**config.mk**
```make
export PLATFORM = sky130hd
export DESIGN_NAME = coin_acceptor
export DESIGN_NICKNAME = d
export VERILOG_FILES = /design/src/rtl/coin_acceptor.sv
export SDC_FILE = /design/constraint.sdc
export NUM_CORES = 1
export LEC_CHECK = 0
export BUFFER_PORTS_ARGS = -buffer_cell sky130_fd_sc_hd__buf_2
export CORE_MARGIN = 2
export CORE_UTILIZATION = 59
export CTS_CLUSTER_DIAMETER = 40
export DETAILED_ROUTE_END_ITERATION = 7
export PLACE_DENSITY = 0.89
export SYNTH_ARGS = -nofsm -noshare
export SYNTH_HDL_FRONTEND = slang
export SYNTH_SLANG_ARGS = --single-unit
```
**constraint.sdc**
```tcl
create_clock -name clk -period 5 [get_ports clk]
set_input_delay 0.25 -clock clk [delete_from_list [all_inputs] [get_ports clk]]
set_output_delay 0.25 -clock clk [all_outputs]
set_load 0.01 [all_outputs]
```
**src/rtl/coin_acceptor.sv**
```systemverilog
// Coin acceptor: collects coins into a saturating 4-bit balance, arms the downstream
// gate on card presence, debits FARE on request, and refunds on idle timeout.
module coin_acceptor #(
    parameter int unsigned FARE    = 4,
    parameter int unsigned TIMEOUT = 12
) (
    input  logic       clk,
    input  logic       reset,
    input  logic       coin_valid,
    input  logic [1:0] coin_value,
    input  logic       card,
    input  logic       charge,
    output logic       run,
    output logic [3:0] balance,
    output logic       err
);

    localparam int unsigned BAL_W = 4;
    localparam int unsigned SUM_W = 5;
    localparam logic [SUM_W-1:0] BAL_MAX   = SUM_W'(15);
    localparam logic [SUM_W-1:0] FARE_S    = SUM_W'(FARE);
    localparam logic [BAL_W-1:0] FARE_B    = BAL_W'(FARE);
    localparam logic [SUM_W-1:0] TIMEOUT_S = SUM_W'(TIMEOUT);

    typedef enum logic [1:0] {
        IDLE    = 2'd0,
        COLLECT = 2'd1,
        ARMED   = 2'd2,
        DEBIT   = 2'd3
    } state_t;

    state_t             state_q, state_d;
    logic [BAL_W-1:0]   balance_q, balance_d;
    logic [BAL_W-1:0]   timer_q, timer_d;
    logic               run_q, run_d;
    logic               err_q, err_d;

    logic [SUM_W-1:0]   coin_amt;
    logic [SUM_W-1:0]   coin_sum;
    logic [SUM_W-1:0]   timer_inc;
    logic [BAL_W-1:0]   debit_bal;

    // Denomination decode and 5-bit arithmetic helpers
    always_comb begin
        case (coin_value)
            2'b00:   coin_amt = SUM_W'(1);
            2'b01:   coin_amt = SUM_W'(2);
            2'b10:   coin_amt = SUM_W'(5);
            default: coin_amt = SUM_W'(10);
        endcase
        coin_sum  = {1'b0, balance_q} + coin_amt;
        timer_inc = {1'b0, timer_q} + SUM_W'(1);
        debit_bal = balance_q - FARE_B;
    end

    always_ff @(posedge clk or posedge reset) begin
        if (reset) begin
            state_q   <= IDLE;
            balance_q <= '0;
            timer_q   <= '0;
            run_q     <= 1'b0;
            err_q     <= 1'b0;
        end else begin
            state_q   <= state_d;
            balance_q <= balance_d;
            timer_q   <= timer_d;
            run_q     <= run_d;
            err_q     <= err_d;
        end
    end

    always_comb begin
        state_d   = state_q;
        balance_d = balance_q;
        timer_d   = timer_q;
        err_d     = 1'b0;

        case (state_q)
            IDLE: begin
                balance_d = '0;
                timer_d   = '0;
                if (coin_valid) begin
                    balance_d = BAL_W'(coin_amt);
                    state_d   = COLLECT;
                end
            end
            COLLECT: begin
                // A coin always beats both card and timeout in the same cycle
                if (coin_valid) begin
                    timer_d = '0;
                    if (coin_sum > BAL_MAX) begin
                        balance_d = BAL_W'(15);
                        err_d     = 1'b1;
                    end else begin
                        balance_d = coin_sum[BAL_W-1:0];
                    end
                end else if (card) begin
                    timer_d = '0;
                    state_d = ARMED;
                end else if (timer_inc == TIMEOUT_S) begin
                    balance_d = '0;
                    timer_d   = '0;
                    state_d   = IDLE;
                end else begin
                    timer_d = timer_inc[BAL_W-1:0];
                end
            end
            ARMED: begin
                timer_d = '0;
                err_d   = coin_valid;
                if (charge) begin
                    state_d = DEBIT;
                end else if (!card) begin
                    state_d = COLLECT;
                end
            end
            DEBIT: begin
                timer_d = '0;
                if ({1'b0, balance_q} >= FARE_S) begin
                    balance_d = debit_bal;
                    state_d   = (debit_bal == '0) ? IDLE : COLLECT;
                end else begin
                    err_d   = 1'b1;
                    state_d = (balance_q == '0) ? IDLE : COLLECT;
                end
            end
            default: begin
                state_d   = IDLE;
                balance_d = '0;
                timer_d   = '0;
            end
        endcase

        run_d = (state_d == ARMED);
    end

    assign run     = run_q;
    assign balance = balance_q;
    assign err     = err_q;

endmodule
```
==> results by group, run 1 <==
STA
  • Endpoints failing setup: 0
  • Achievable Freq: ~540 MHz
  • Setup ws final: ~3.2 ns
  • RSZ-0062 raised after global routing: no
  • Tcrit/Tclk final: a little under two fifths
  • Worst Skew: approximately 0.0018 ns
  • Final hold violations: 0
  • Worst slew pin tran: 0.473 ns
  • Max-slew violations: 0
  • Final setup TNS: 0 ns
  • Slew headroom: 68.4%
  • Final min period: ~1.8 ns

Critical path
  • Critical R2R Launch: balance[0]$_DFFE_PP0P_
  • FF-to-FF path depth: 7
  • WS Path Type: flop to flop
  • Crit path launch: balance[0]$_DFFE_PP0P_
  • CP startpoint kind: flop
  • Max FO, Critical Path: 5
  • CP endpoint kind: flop
  • CP arrival: around 2.0 ns
  • Reg2Reg Setup Slack: ~3.2 ns
  • CP Data Required Time: 5.21 ns
  • Worst r2r dst: balance[3]$_DFFE_PP0P_

GRT
  • First-pass GRT wire length: about 3.0 mm
  • GRT Resource Usage Total: 21.7%
  • Vias in the first global route: about 700
  • Antenna violations before repair: 0
  • Congestion Overflow GR: 0
  • Pin count of the biggest net entering global routing: 13

Placement
  • Placed Instances: around 120
  • DP Worst Slack: around 3.1 ns
  • Count of input and output buffers: 12
  • GP Congestion: 0.880
  • Post-DP HPWL: between 1 and 1.5 mm

Final layout
  • Area Growth Syn to Fin: 10.5%
  • Diodes inserted: 0
  • Seq. cell area: ~300 µm²
  • Nets: about 130
  • Layout fillers: 121
  • Fin cells: about 130
  • Area of the multi-input gates: ~540 µm²
  • Layout cells sized above 1: 20.5%
  • Final Util: between 60 and 70%

Hold path
  • Hold depth: 2
  • Hold Startpoint: card
  • Hold Crit Endpoint: state_q[0]$_DFF_PP0_
  • Worst hold path class: input port to flop

Drt
  • DRC: 0
  • Total number of vias: just under 800
  • Initial DRC count: 28
  • Vias per cell: roughly 6.1
  • Drt wl/cell: 14.5 µm
  • Antenna Nets Post-Route: 0
  • DR pass1 iterations: 4
  • Final WL: 1.85 mm

Clock tree
  • H-tree Lvls: 1
  • CTS tree: yes
  • Reg clk slew, reported paths: ~0.08 ns
  • CTS max path bufs: 2
  • Total CTS buffers: 3
  • Clock Tree Root: clkbuf_4
  • CTS Sinks: 12
  • Latest clock arrival within the worst-skew pair: around 0.28 ns

Power and ir drop
  • Worst IR Drop VDD: roughly 300 µV
  • Pwr/cell area: 436 nW/µm²
  • LEAKAGE: ~0.48 nW

Synth
  • Post-Synthesis Cells: 98
  • Top_reg_cell synth: dfrtp_1
  • Yosys reg bits: 12
  • Top cells by area, synth: dfrtp_1, ha_1, nor2_1
  • Post-synth EDFFs: 0
  • Warnings, synthesis: 0
  • Post-Syn Area: ~920 µm²
  • Top post-synthesis cells by count: nor2_1, dfrtp_1, inv_1
  • Post-synth top area share: between 30% and 40%
  • Share of flip-flops with an asynchronous set or reset: between 90% and 100%
  • Count leader, synth: nor2_1
  • Cell accounting for the most synthesized area: dfrtp_1
  • Post-Syn Nets: 114
  • Avg Synthesized Cell Area: 9.35 µm²
  • Post-synth cell types: 35
  • Sequential area share after synthesis: 32.8%

Floorplan
  • Core area: 1490 µm²
  • Area of the die: 1880 µm²
  • Starting density of the core: between 60% and 70%
  • Rows: 14
  • Die Y: roughly 43 µm
  • I/O pins: 13
  • Die width: 43.4 µm

Job
  • MaxCap Viol Count: 0

Run status
  • Status: finished clean
-- where the power goes --
group	switching [mW]	total, mW	internal, mW	leakage, nW
sequential	0.0337	0.153	0.120	0.155
combinational	0.116	0.208	0.0924	0.300
clock	0.0353	0.0797	0.0444	0.0210
total	0.185	0.441	0.256	0.476
-- cell usage in the layout (no fill, tap or decap), drive strengths merged --
master / count
a211oi: 2
a21oi: 5
a31oi: 5
and2: 1
and3: 1
and3b: 1
buf: 12
clkbuf: 4
dfrtp: 12
dlygate4sd3: 1
fa: 1
ha: 8
inv: 11
mux2i: 2
nand2: 7
nand2b: 2
nand3: 2
nand3b: 1
nand4bb: 1
nor2: 13
nor2b: 2
nor3: 2
nor3b: 2
nor4: 1
o21ai: 3
o221a: 1
o221ai: 1
o22ai: 2
o32ai: 1
or2: 2
or3: 1
xnor2: 2
-- layout make-up --
class | count | area share, %
clock buffers | 4 | 3.58
repair buffers | 13 | 6.92
multi-input cells | 72 | 53.8
well taps | 16 | 1.98
flip-flops and latches | 12 | 29.7
inverters | 11 | 4.08
-- routing by layer --
metal | up-vias | wire length (µm) | global-route usage (%)
met5 | - | 0 | 0
met4 | 0 | 22 | 6.67
met3 | 3 | 128 | 4.17
met2 | 40 | 919 | 36.7
met1 | 365 | 784 | 28.1
li1 | 371 | - | -
-- worst max-delay path by stage --
stage	to	slack (ns)	cells after the start
after global placement	balance[3]$_DFFE_PP0P_	3.27	9
final	balance[3]$_DFFE_PP0P_	3.17	7
after global routing	balance[3]$_DFFE_PP0P_	3.07	7
after detailed placement	balance[3]$_DFFE_PP0P_	3.14	9
after floorplan	balance[3]$_DFFE_PP0P_	3.32	7
after CTS	balance[3]$_DFFE_PP0P_	3.17	7
-- flip-flops by register name, indices dropped and copies added, names as in the netlist --
name,cells
balance,4
err,1
run,1
state_q,2
timer_q,4
-- metrics by stage --
step / hold WS [ns] / instance area [µm²] / power, mW
final: 0.230 / 1010 / 0.441
after global routing: 0.244 / 1010 / 0.473
after CTS: 0.232 / 1010 / 0.441
after detailed placement: 0.283 / 966 / 0.355
after global placement: 0.262 / 966 / 0.342
after floorplan: 0.115 / 916 / 0.299
-- worst max-delay path, stage by stage (launching register included) --
cell and delay [ns]:
dfrtp_1 0.42, ha_1 0.22, inv_1 0.07, fa_1 0.41
nor2b_1 0.17, o221ai_2 0.16, o221a_1 0.15, a31oi_1 0.16
-- what timing repair did --
action / CTS / global route
gates resized for setup: 0 / 0
hold endpoints to repair: 12 / 0
hold buffers: 1 / 0
setup endpoints to repair: 0 / 0
buffers inserted: 0 / 0
-- kinds of logic after synthesis --
group	after synthesis	synth area share, %
xor+xnor	2	1.91
flops	12	32.8
fa+ha+maj	9	13.1
buf+inv	14	7.79
compound gates	20	16.8
mux	2	2.19
simple gates	39	25.4
Power figures use the tool's default switching activity.
==> run 2: changes to the inputs <==
Settings changed: CORE_UTILIZATION 59 to 55, PLACE_DENSITY 0.89 to 0.84.
Clock period 5 ns to 1.7 ns, I/O delays scaled along.
==> run 2 against run 1 <==
Hold slack got worse by 0.16 ns. Via count down 3.9%. Critical endpoint unchanged. Clock power grew to 2.9 times the previous value. Sequential cell count unchanged. Routed wire length is 1.3% lower. Global-route usage shrank 1.1 points. Largest power group unchanged. Critical path depth did not move. Final cell count rose by 3.1%. Die area up 6.6%. Non-clock buffer count is 4 higher. Largest cell class unchanged. Combinational power grew to 3.2 times the previous value. Utilization up 0.77 points.
==> results by group, run 2 (synthesis results as in run 1) <==
Run status
  • Status: finished clean

Critical path
  • CP Data Required Time: 1.90 ns (-3.31 ns)
  • Max FO, Critical Path: 4 (-1)
  • WS Path Type: flop to flop
  • CP endpoint kind: flop
  • FF-to-FF path depth: 7 (unchanged)
  • CP startpoint kind: flop
  • CP arrival: 1.82 ns (-0.22 ns)

Clock tree
  • CTS tree: yes
  • Total CTS buffers: 3 (unchanged)
  • CTS max path bufs: 2 (unchanged)
  • Latest clock arrival within the worst-skew pair: 0.28 ns (about the same)
  • H-tree Lvls: 1 (unchanged)
  • Clock Tree Root: clkbuf_4
  • Reg clk slew, reported paths: 0.08 ns (about the same)
  • CTS Sinks: 12 (unchanged)

Hold path
  • Worst hold path class: input port to flop
  • Hold depth: 2 (unchanged)

GRT
  • Pin count of the biggest net entering global routing: 13 (unchanged)
  • Vias in the first global route: 685 (-2.3%)
  • Antenna violations before repair: 0 (unchanged)
  • Congestion Overflow GR: 0 (unchanged)
  • First-pass GRT wire length: 2.92 mm (-3.9%)
  • GRT Resource Usage Total: 20.6% (-1.1 points)

STA
  • Slew headroom: 68.8% (+0.33 points)
  • RSZ-0062 raised after global routing: no
  • Final hold violations: 0 (unchanged)
  • Max-slew violations: 0 (unchanged)
  • Tcrit/Tclk final: 95.0% (+58 points)
  • WHS: 0.0732 ns (-0.157 ns)
  • Endpoints failing setup: 0 (unchanged)
  • Final min period: 1.61 ns (-0.220 ns)
  • Final setup TNS: 0 ns (unchanged)
  • Worst slew pin tran: 0.468 ns (-0.00502 ns)
  • Worst Skew: 0.00112 ns (-0.000642 ns)
  • Achievable Freq: 619 MHz (+14%)

Drt
  • Final WL: 1.83 mm (-1.3%)
  • Initial DRC count: 11 (-61%)
  • Drt wl/cell: 13.9 µm (-4.3%)
  • Total number of vias: 749 (-3.9%)
  • Antenna Nets Post-Route: 0 (unchanged)
  • DR pass1 iterations: 4 (unchanged)
  • DRC: 0 (unchanged)
  • Vias per cell: 5.67 (-6.8%)

Floorplan
  • Area of the die: 2010 µm² (+6.6%)
  • Rows: 14 (unchanged)
  • Die Y: 44.8 µm (+3.2%)
  • I/O pins: 13 (unchanged)
  • Starting density of the core: 59.4% (-2.1 points)
  • Die width: 44.8 µm (+3.2%)
  • Core area: 1540 µm² (+3.5%)

Final layout
  • Layout cells sized above 1: 25.9% (+5.3 points)
  • Commonest non-fill, non-tap cell in the layout: nor2_1
  • Area Growth Syn to Fin: 15.7%
  • Layout fillers: 123 (+1.7%)
  • Most frequent cells in the layout: nor2_1, dfrtp_1, buf_2, inv_1
  • Nets: 133 (+3.1%)
  • Diodes inserted: 0 (unchanged)

Job
  • MaxCap Viol Count: 0 (unchanged)

Placement
  • GP Congestion: 0.908 (+3.1%)
  • Post-DP HPWL: 1.36 mm (about the same)
  • Count of input and output buffers: 12 (unchanged)

Power and ir drop
  • Worst IR Drop VDD: 900 µV (+200%)
  • Pwr/cell area: 1260 nW/µm² (+190%)
  • LEAKAGE: 0.494 nW (+3.9%)
[run 2: changes by cell type in the layout (fill, tap and decap cells not counted)]
cell	change
ha_4	+1
buf_4	+4
nor2b_1	-1
fa_1	-1
fa_2	+1
ha_1	-1
nor2b_2	+1
[run 2: power breakdown]
part	internal [mW]	switching, mW
registers	0.352	0.0857
logic	0.317	0.354
clock network	0.130	0.101
total	0.800	0.540
[run 2: area by class of cell]
type | instances | area [µm²] | share of cell area (%)
clock buffers | 4 | 36.3 | 3.42
multi-input cells | 72 | 562 | 53.0
flip-flops and latches | 12 | 300 | 28.3
repair buffers | 17 | 100 | 9.45
inverters | 11 | 41.3 | 3.90
well taps | 16 | 20.0 | 1.89
[run 2: layer usage]
layer  up-vias  track usage, %  part of all wire (%)
met5         -               0                     0
met4         0            10.6                   2.2
met3         8            6.40                   4.5
met2        19            31.6                    46
met1       345            26.2                    47
li1        377               -                     -
[run 2: worst max-delay path, cell delays in order (launching register included)]
cell      delay (ns)
dfrtp_1         0.35
ha_1            0.16
inv_1           0.06
fa_2            0.36
nor2b_2         0.14
o221ai_2        0.15
o221a_1         0.15
a31oi_1         0.16
[run 2: stage by stage]
stage	total power, mW	util (%)	cells	setup WS, ns	area (µm²)
after detailed placement	1.07	64.1	126	0.0144	988
after global placement	1.05	64.1	126	0.0928	988
after global routing	1.45	68.8	132	0.00380	1060
final	1.34	68.8	132	0.0853	1060
after CTS	1.31	67.1	131	0.00222	1030
after floorplan	0.881	-	98	0.0248	916
[run 2: what timing repair did]
item,4_1_cts,5_1_grt
hold endpoints to repair,12,0
hold buffers,1,0
pin swaps,1,1
endpoints found under the setup margin,1,2
resized for setup,0,3
setup buffers,0,1
[run 2: path summary, 6_finish.rpt]
path,end,slack [ns],start
min reg2reg,timer_q[0]$_DFF_PP0_,0.48,timer_q[0]$_DFF_PP0_
max,balance[3]$_DFFE_PP0P_,0.09,balance[0]$_DFFE_PP0P_
min,state_q[0]$_DFF_PP0_,0.07,card
min in group asynchronous,balance[2]$_DFFE_PP0P_,0.35,reset
max reg2reg,balance[3]$_DFFE_PP0P_,0.09,balance[0]$_DFFE_PP0P_
max in group asynchronous,run$_DFF_PP0_,1.03,reset
